$ cat src/rtl/pwm_dac.sv
// rtl/pwm_dac.sv - glitch-free PWM DAC with period-aligned code update and settle tracking
// Optional settle FSM/counter compiled in with macro PWM_DAC_SETTLE_EN.
module pwm_dac #(
    parameter int WIDTH          = 8,
    parameter int SETTLE_PERIODS = 16
) (
    input  logic             clk,
    input  logic             reset,
    input  logic [WIDTH-1:0] code_in,
    input  logic             code_load,
    output logic             pwm_out,
    output logic             period_start,
    output logic [WIDTH-1:0] active_code,
    output logic             settled
);

    localparam logic [WIDTH-1:0] CNT_MAX = '1;

    logic [WIDTH-1:0] cnt;
    logic [WIDTH-1:0] pending_code;
    logic             pending;
    logic             boundary;
    logic [WIDTH-1:0] next_code;
    logic             apply;

    // Last cycle of a period: the only point where active_code may change.
    assign boundary = (cnt == CNT_MAX);

    // Code for the next period: a load on the boundary cycle beats the pending one.
    always_comb begin
        next_code = active_code;
        apply     = 1'b0;
        if (boundary) begin
            if (code_load) begin
                next_code = code_in;
                apply     = 1'b1;
            end else if (pending) begin
                next_code = pending_code;
                apply     = 1'b1;
            end
        end
    end

    // Free-running period counter, registered comparator and period marker.
    // period_start shares pwm_out's one-cycle latency so it flags the first output cycle.
    always_ff @(posedge clk) begin
        if (reset) begin
            cnt          <= '0;
            pwm_out      <= 1'b0;
            period_start <= 1'b0;
        end else begin
            cnt          <= cnt + 1'b1;
            pwm_out      <= (cnt < active_code);
            period_start <= (cnt == '0);
        end
    end

    // Pending/active code registers; active_code only moves on the boundary.
    always_ff @(posedge clk) begin
        if (reset) begin
            pending      <= 1'b0;
            pending_code <= '0;
            active_code  <= '0;
        end else if (boundary) begin
            active_code <= next_code;
            pending     <= 1'b0;
            if (code_load) begin
                pending_code <= code_in;
            end
        end else if (code_load) begin
            pending_code <= code_in;
            pending      <= 1'b1;
        end
    end

`ifdef PWM_DAC_SETTLE_EN

    typedef enum logic [1:0] {
        S_IDLE,
        S_SETTLING,
        S_SETTLED
    } settle_state_t;

    localparam int             SCW        = $clog2(SETTLE_PERIODS + 1);
    localparam logic [SCW-1:0] SETTLE_TGT = SCW'(SETTLE_PERIODS);
    localparam logic [SCW-1:0] SCNT_MAX   = '1;

    settle_state_t  state;
    settle_state_t  state_next;
    logic [SCW-1:0] settle_cnt;
    logic [SCW-1:0] settle_cnt_next;
    logic [SCW-1:0] settle_inc;
    logic           code_changed;
    logic           early_inval;

    assign code_changed = apply && (next_code != active_code);
    // A load that would change the output level invalidates the settled flag right away.
    assign early_inval  = code_load &&
                          ((code_in != active_code) || (pending && (code_in != pending_code)));
    assign settle_inc   = (settle_cnt == SCNT_MAX) ? settle_cnt : settle_cnt + 1'b1;
    assign settled      = (state == S_SETTLED);

    // Settle FSM state and period counter registers.
    always_ff @(posedge clk) begin
        if (reset) begin
            state      <= S_IDLE;
            settle_cnt <= '0;
        end else begin
            state      <= state_next;
            settle_cnt <= settle_cnt_next;
        end
    end

    // Settle FSM next-state: count unchanged periods, restart on any code change.
    always_comb begin
        state_next      = state;
        settle_cnt_next = settle_cnt;
        case (state)
            S_IDLE: begin
                if (boundary) begin
                    state_next      = S_SETTLING;
                    settle_cnt_next = '0;
                end
            end
            S_SETTLING: begin
                if (boundary) begin
                    if (code_changed) begin
                        settle_cnt_next = '0;
                    end else begin
                        settle_cnt_next = settle_inc;
                        if (settle_inc >= SETTLE_TGT) begin
                            state_next = S_SETTLED;
                        end
                    end
                end else if (early_inval) begin
                    settle_cnt_next = '0;
                end
            end
            S_SETTLED: begin
                if ((boundary && code_changed) || (!boundary && early_inval)) begin
                    state_next      = S_SETTLING;
                    settle_cnt_next = '0;
                end
            end
            default: begin
                state_next      = S_IDLE;
                settle_cnt_next = '0;
            end
        endcase
    end

`else

    logic upd_q;
    logic unused_settle_cfg;

    assign unused_settle_cfg = (SETTLE_PERIODS > 0);

    // Remember that the previous cycle applied a new code at the boundary.
    always_ff @(posedge clk) begin
        if (reset) begin
            upd_q <= 1'b0;
        end else begin
            upd_q <= apply;
        end
    end

    assign settled = !reset && !pending && !upd_q;

`endif

endmodule

$ cat config.mk
export PLATFORM = sky130hd
export DESIGN_NAME = pwm_dac
export DESIGN_NICKNAME = d
export VERILOG_FILES = /design/src/rtl/pwm_dac.sv
export SDC_FILE = /design/constraint.sdc
export NUM_CORES = 1
export LEC_CHECK = 0
export ABC_AREA = 1
export CAP_MARGIN = 20
export CORE_ASPECT_RATIO = 1.4
export CORE_MARGIN = 2
export CORE_UTILIZATION = 41
export CTS_CLUSTER_SIZE = 24
export DETAILED_ROUTE_END_ITERATION = 10
export GPL_ROUTABILITY_DRIVEN = 0
export HOLD_SLACK_MARGIN = 0.1
export PLACE_DENSITY = 0.66
export SLEW_MARGIN = 20
export SYNTH_ARGS = -nofsm -noshare
export SYNTH_HDL_FRONTEND = slang
export SYNTH_SLANG_ARGS = --single-unit
$ cat constraint.sdc
create_clock -name clk -period 1.26 [get_ports clk]
set_input_delay 0.126 -clock clk [delete_from_list [all_inputs] [get_ports clk]]
set_output_delay 0.126 -clock clk [all_outputs]
set_load 0.02 [all_outputs]
Yosys cells after proc, flatten, opt, wreduce, memory -nomap -nowiden --
Cells that the tools add are included.
Operators by class: equality and inequality tests 1, shift-type cells 0, div/mod/pow operators 0, reductions and logical operators 10, order comparisons 1, multipliers 0, bitwise gates (word level) 1, multiplexer cells 4, add/sub/neg operators 1
Operator list (count):
- two-way mux 8 bit | 2
- adder 8 x 1 -> 8 bit, second input constant | 1
- == test 8 bit, second input constant | 1
- logical NOT 8 bit | 1
- less-than comparator 8 bit | 1
- OR reduction 2 bit | 2
- logical NOT 1 bit | 3
- logical AND 1 bit | 2
- two-way mux 1 bit | 2
- AND reduction 2 bit | 1
- nonzero test 2 bit | 1
- inverter 1 bit | 1
Word-level totals: memory bits (read-only) 0, bits in writable memories 0, logic and storage cells 25, input port bits 11, latch bits 0, register bits 28, memories 0

Depth between registers and ports, before layout --
word-level depth 3, depth in mapped cells 8, depth with buffers taken out 7

Worst setup path after synthesis --
No wires, ideal clock.
kind reg2reg, start register cnt[0], end register active_code[5], stages on the path, launching flop included 8, buffers on the path 1, arrival time 1.178 ns, required time 1.148 ns, setup slack -0.030 ns, cell sequence dfxtp_1 > ha_1 > nand2_1 > nor2_4 > nand3_4 > buf_12 > o21ai_2 > nor2_2
Between the ends: cells in the longest elaborated chain, start to end 2
Ends and longest elaborated chain:
- start: declaration | line 19 | logic [WIDTH-1:0] cnt;
- start signal: assignment | line 52 | cnt <= cnt + 1'b1;
- == test 8 bit | line 27 | assign boundary = (cnt == CNT_MAX);
- AND reduction 2 bit (no line)
- end signal: assignment | line 65 | active_code <= next_code;
- end: declaration | line 13 | output logic [WIDTH-1:0] active_code,
No other way between the ends. A chain may end at the register's enable or synchronous reset.

Worst setup path in the final report --
start register cnt[1], end register active_code[4]
The elaborated chain is that of the path after synthesis.

==> metrics <==
post-DR wirelength/cell=10.1 um; drt total wl=2680 um; Worst Hold Class=reg2reg; total clock sinks=28; drt drc=0; Cell Area, Synth=0.00141 mm^2; Critical Path, Cell by Cell=ha_4 > nand2_4 > nor2_4 > nand3_2 > o21ai_2 > nor2_1; setup violators final=0; maximum number of pins on one net before global-route repair=17; first-pass GRT wire length=4860 um; IO Count=22; critical path's top delay family=simple AND/OR/NAND/NOR gates; synth unique cells=24; initial antenna violation count=0; Post-synth EDFFs=0; pwr dens=907 mW/mm^2; Async SR Flop Fraction=0%; Synth warnings=0; Hold-fix buffers, CTS=0; critical setup path kind=reg2reg; via count=1210; Slew HR=84.3%; Starting DRT DRC Count=24; Fin Hold WS=0.526 ns; post-synthesis register bit count=28; H-tree levels=1; Hold Vio Cnt, Final=0; Cell Count Post-Placement=258; static leakage=0.000904 uW; Tot Pwr=1660 uW; cell row count=25; Max Transition Viols Final=0; final period utilization=96.7%; Finished Layout Cells=264; Pre-antenna DRT Iters=4; height of the die=73.5 um; clk_lat worst skew=0.28 ns; skew final=0.00515 ns; WP data arrival=1.40 ns; Startpoint Class=flop; share of layout cells above drive strength 1=21.0%; Crit. End Element=flop; CTS Root Buffer Type=clkbuf_8; main area contributors after synthesis=dfxtp_1 40%, inv_1 12%, nand2_1 9.3%, ha_1 8.0%, nor2_1 6.6%; syn_area_per_cell=7.48 um^2; Die X=53.6 um; f_max=821 MHz; RSZ-0062 raised after global routing=true; Overflow after GRT=0; Max clock buf depth=2; synthesis-to-finish area growth=29.2%; most common flop cell mapped by yosys=dfxtp_1; die area=0.00394 mm^2; largest area contributor in the netlist=dfxtp_1; count leader, synth=inv_1; worst-margin pin slew=0.233 ns; number of buffers created by CTS=3; status=complete, no violations; synth cell count leaders=44 x inv_1, 35 x nand2_1, 28 x dfxtp_1, 25 x nor2_1, 9 x ha_1; vias in the first global route=1233; Synth Instances=189; CP Max Fanout=4; nets=246; Vias/cell=4.58; Detail Route Antenna Nets=0; Initial Util=42.2%; share of the synthesized area in the top cell type=39.6%; crit-path max cell delay=0.36 ns; max_cap viols=0; antenna cells=0; Worst Path Buf+Inv=0; DP HPWL=1990 um; Reg clk slew, reported paths=0.10 ns; slowest cell on the critical path=dfxtp_2; GRT Util Overall=16.7%; Tmin final=1.22 ns; syn nets=209; CTS tree=done; Worst EP required=1.44 ns; port bufs=21; Core Area=0.00335 mm^2; Seq/Total Area, Yosys=39.6%; peak supply drop=0.000801 V
[placed cells by master, fill, tap and decap left out, types with 2 or more instances in the layout]
cell,instances
a21oi_1,7
buf_4,13
clkbuf_8,3
clkdlybuf4s50_1,10
dfxtp_1,25
dfxtp_2,3
dlygate4sd2_1,10
ha_1,8
inv_1,43
inv_2,2
nand2_1,31
nand2_2,4
nand2_4,2
nand3_1,3
nand3_4,2
nand4_1,2
nor2_1,24
nor2_2,2
nor2_4,2
nor3_1,2
o21a_1,8
o21ai_0,2
o21ai_2,8
[worst min-delay path, stage by stage, from the launching register on]
cell and delay (ns):
dfxtp_1 0.33, inv_1 0.05, nand2_1 0.04, inv_1 0.04, nor2_1 0.03
[metal layers]
metal | vias up | global-route usage [%] | wire length [um]
met5 | - | 0 | 0
met1 | 537 | 17.4 | 1130
met3 | 7 | 2.64 | 64
li1 | 647 | - | -
met4 | 0 | 9.97 | 81
met2 | 19 | 30.3 | 1400
[flip-flops by register name, indices dropped and copies added, names as in the netlist]
register,flops
active_code,8
cnt,8
pending_code,8
pending,1
period_start,1
pwm_out,1
upd_q,1
[where the power goes]
part           internal (uW)  switching (uW)  leakage, uW
logic                    113             116     0.000653
registers                920            14.1     0.000230
clock network            215             279    0.0000216
total                   1250             409     0.000904
[worst paths after layout]
path | start | slack, ns | cells past startpoint | end
worst min register to register | active_code[0] | 0.53 | 4 | active_code[0]
worst max-delay path | cnt[1] | 0.04 | 6 | active_code[4]
worst max register to register | cnt[1] | 0.04 | 6 | active_code[4]
worst min-delay path | active_code[0] | 0.53 | 4 | active_code[0]
[cell families after synthesis]
kind of cell | after synthesis | synth area share [%]
buf+inv | 50 | 15.1
fa+ha+maj | 9 | 7.96
compound gates | 27 | 13.1
flops | 28 | 39.6
simple gates | 75 | 24.2
[cell type report]
cell class	count	area (um^2)
fill	324	1520
multi-input combinational	113	701
sequential	28	564
timing repair buffer	35	302
inverter	45	169
tap	40	50.0
clock buffer	3	41.3
[what timing repair did]
item                                    in CTS  in global routing
endpoints found under the setup margin      19                 11
endpoints found under the hold margin        0                  0
cloned                                       1                  1
setup buffers                                0                  1
gates resized for setup                     15                 11
pin swaps                                    1                  8
[metrics by stage]
stage / util (%) / worst slack (ns) / cell area, um^2 / setup TNS, ns
after global placement: 52.1 / -0.328 / 1740 / -1.94
final: 54.6 / 0.0422 / 1830 / 0
after floorplan: - / 0.00838 / 1430 / 0
after detailed placement: 52.1 / -0.287 / 1740 / -1.92
after global routing: 54.6 / -0.0433 / 1830 / -0.257
after CTS: 53.5 / 0.00176 / 1790 / 0
Note: power is estimated with default switching activity, not from simulation.
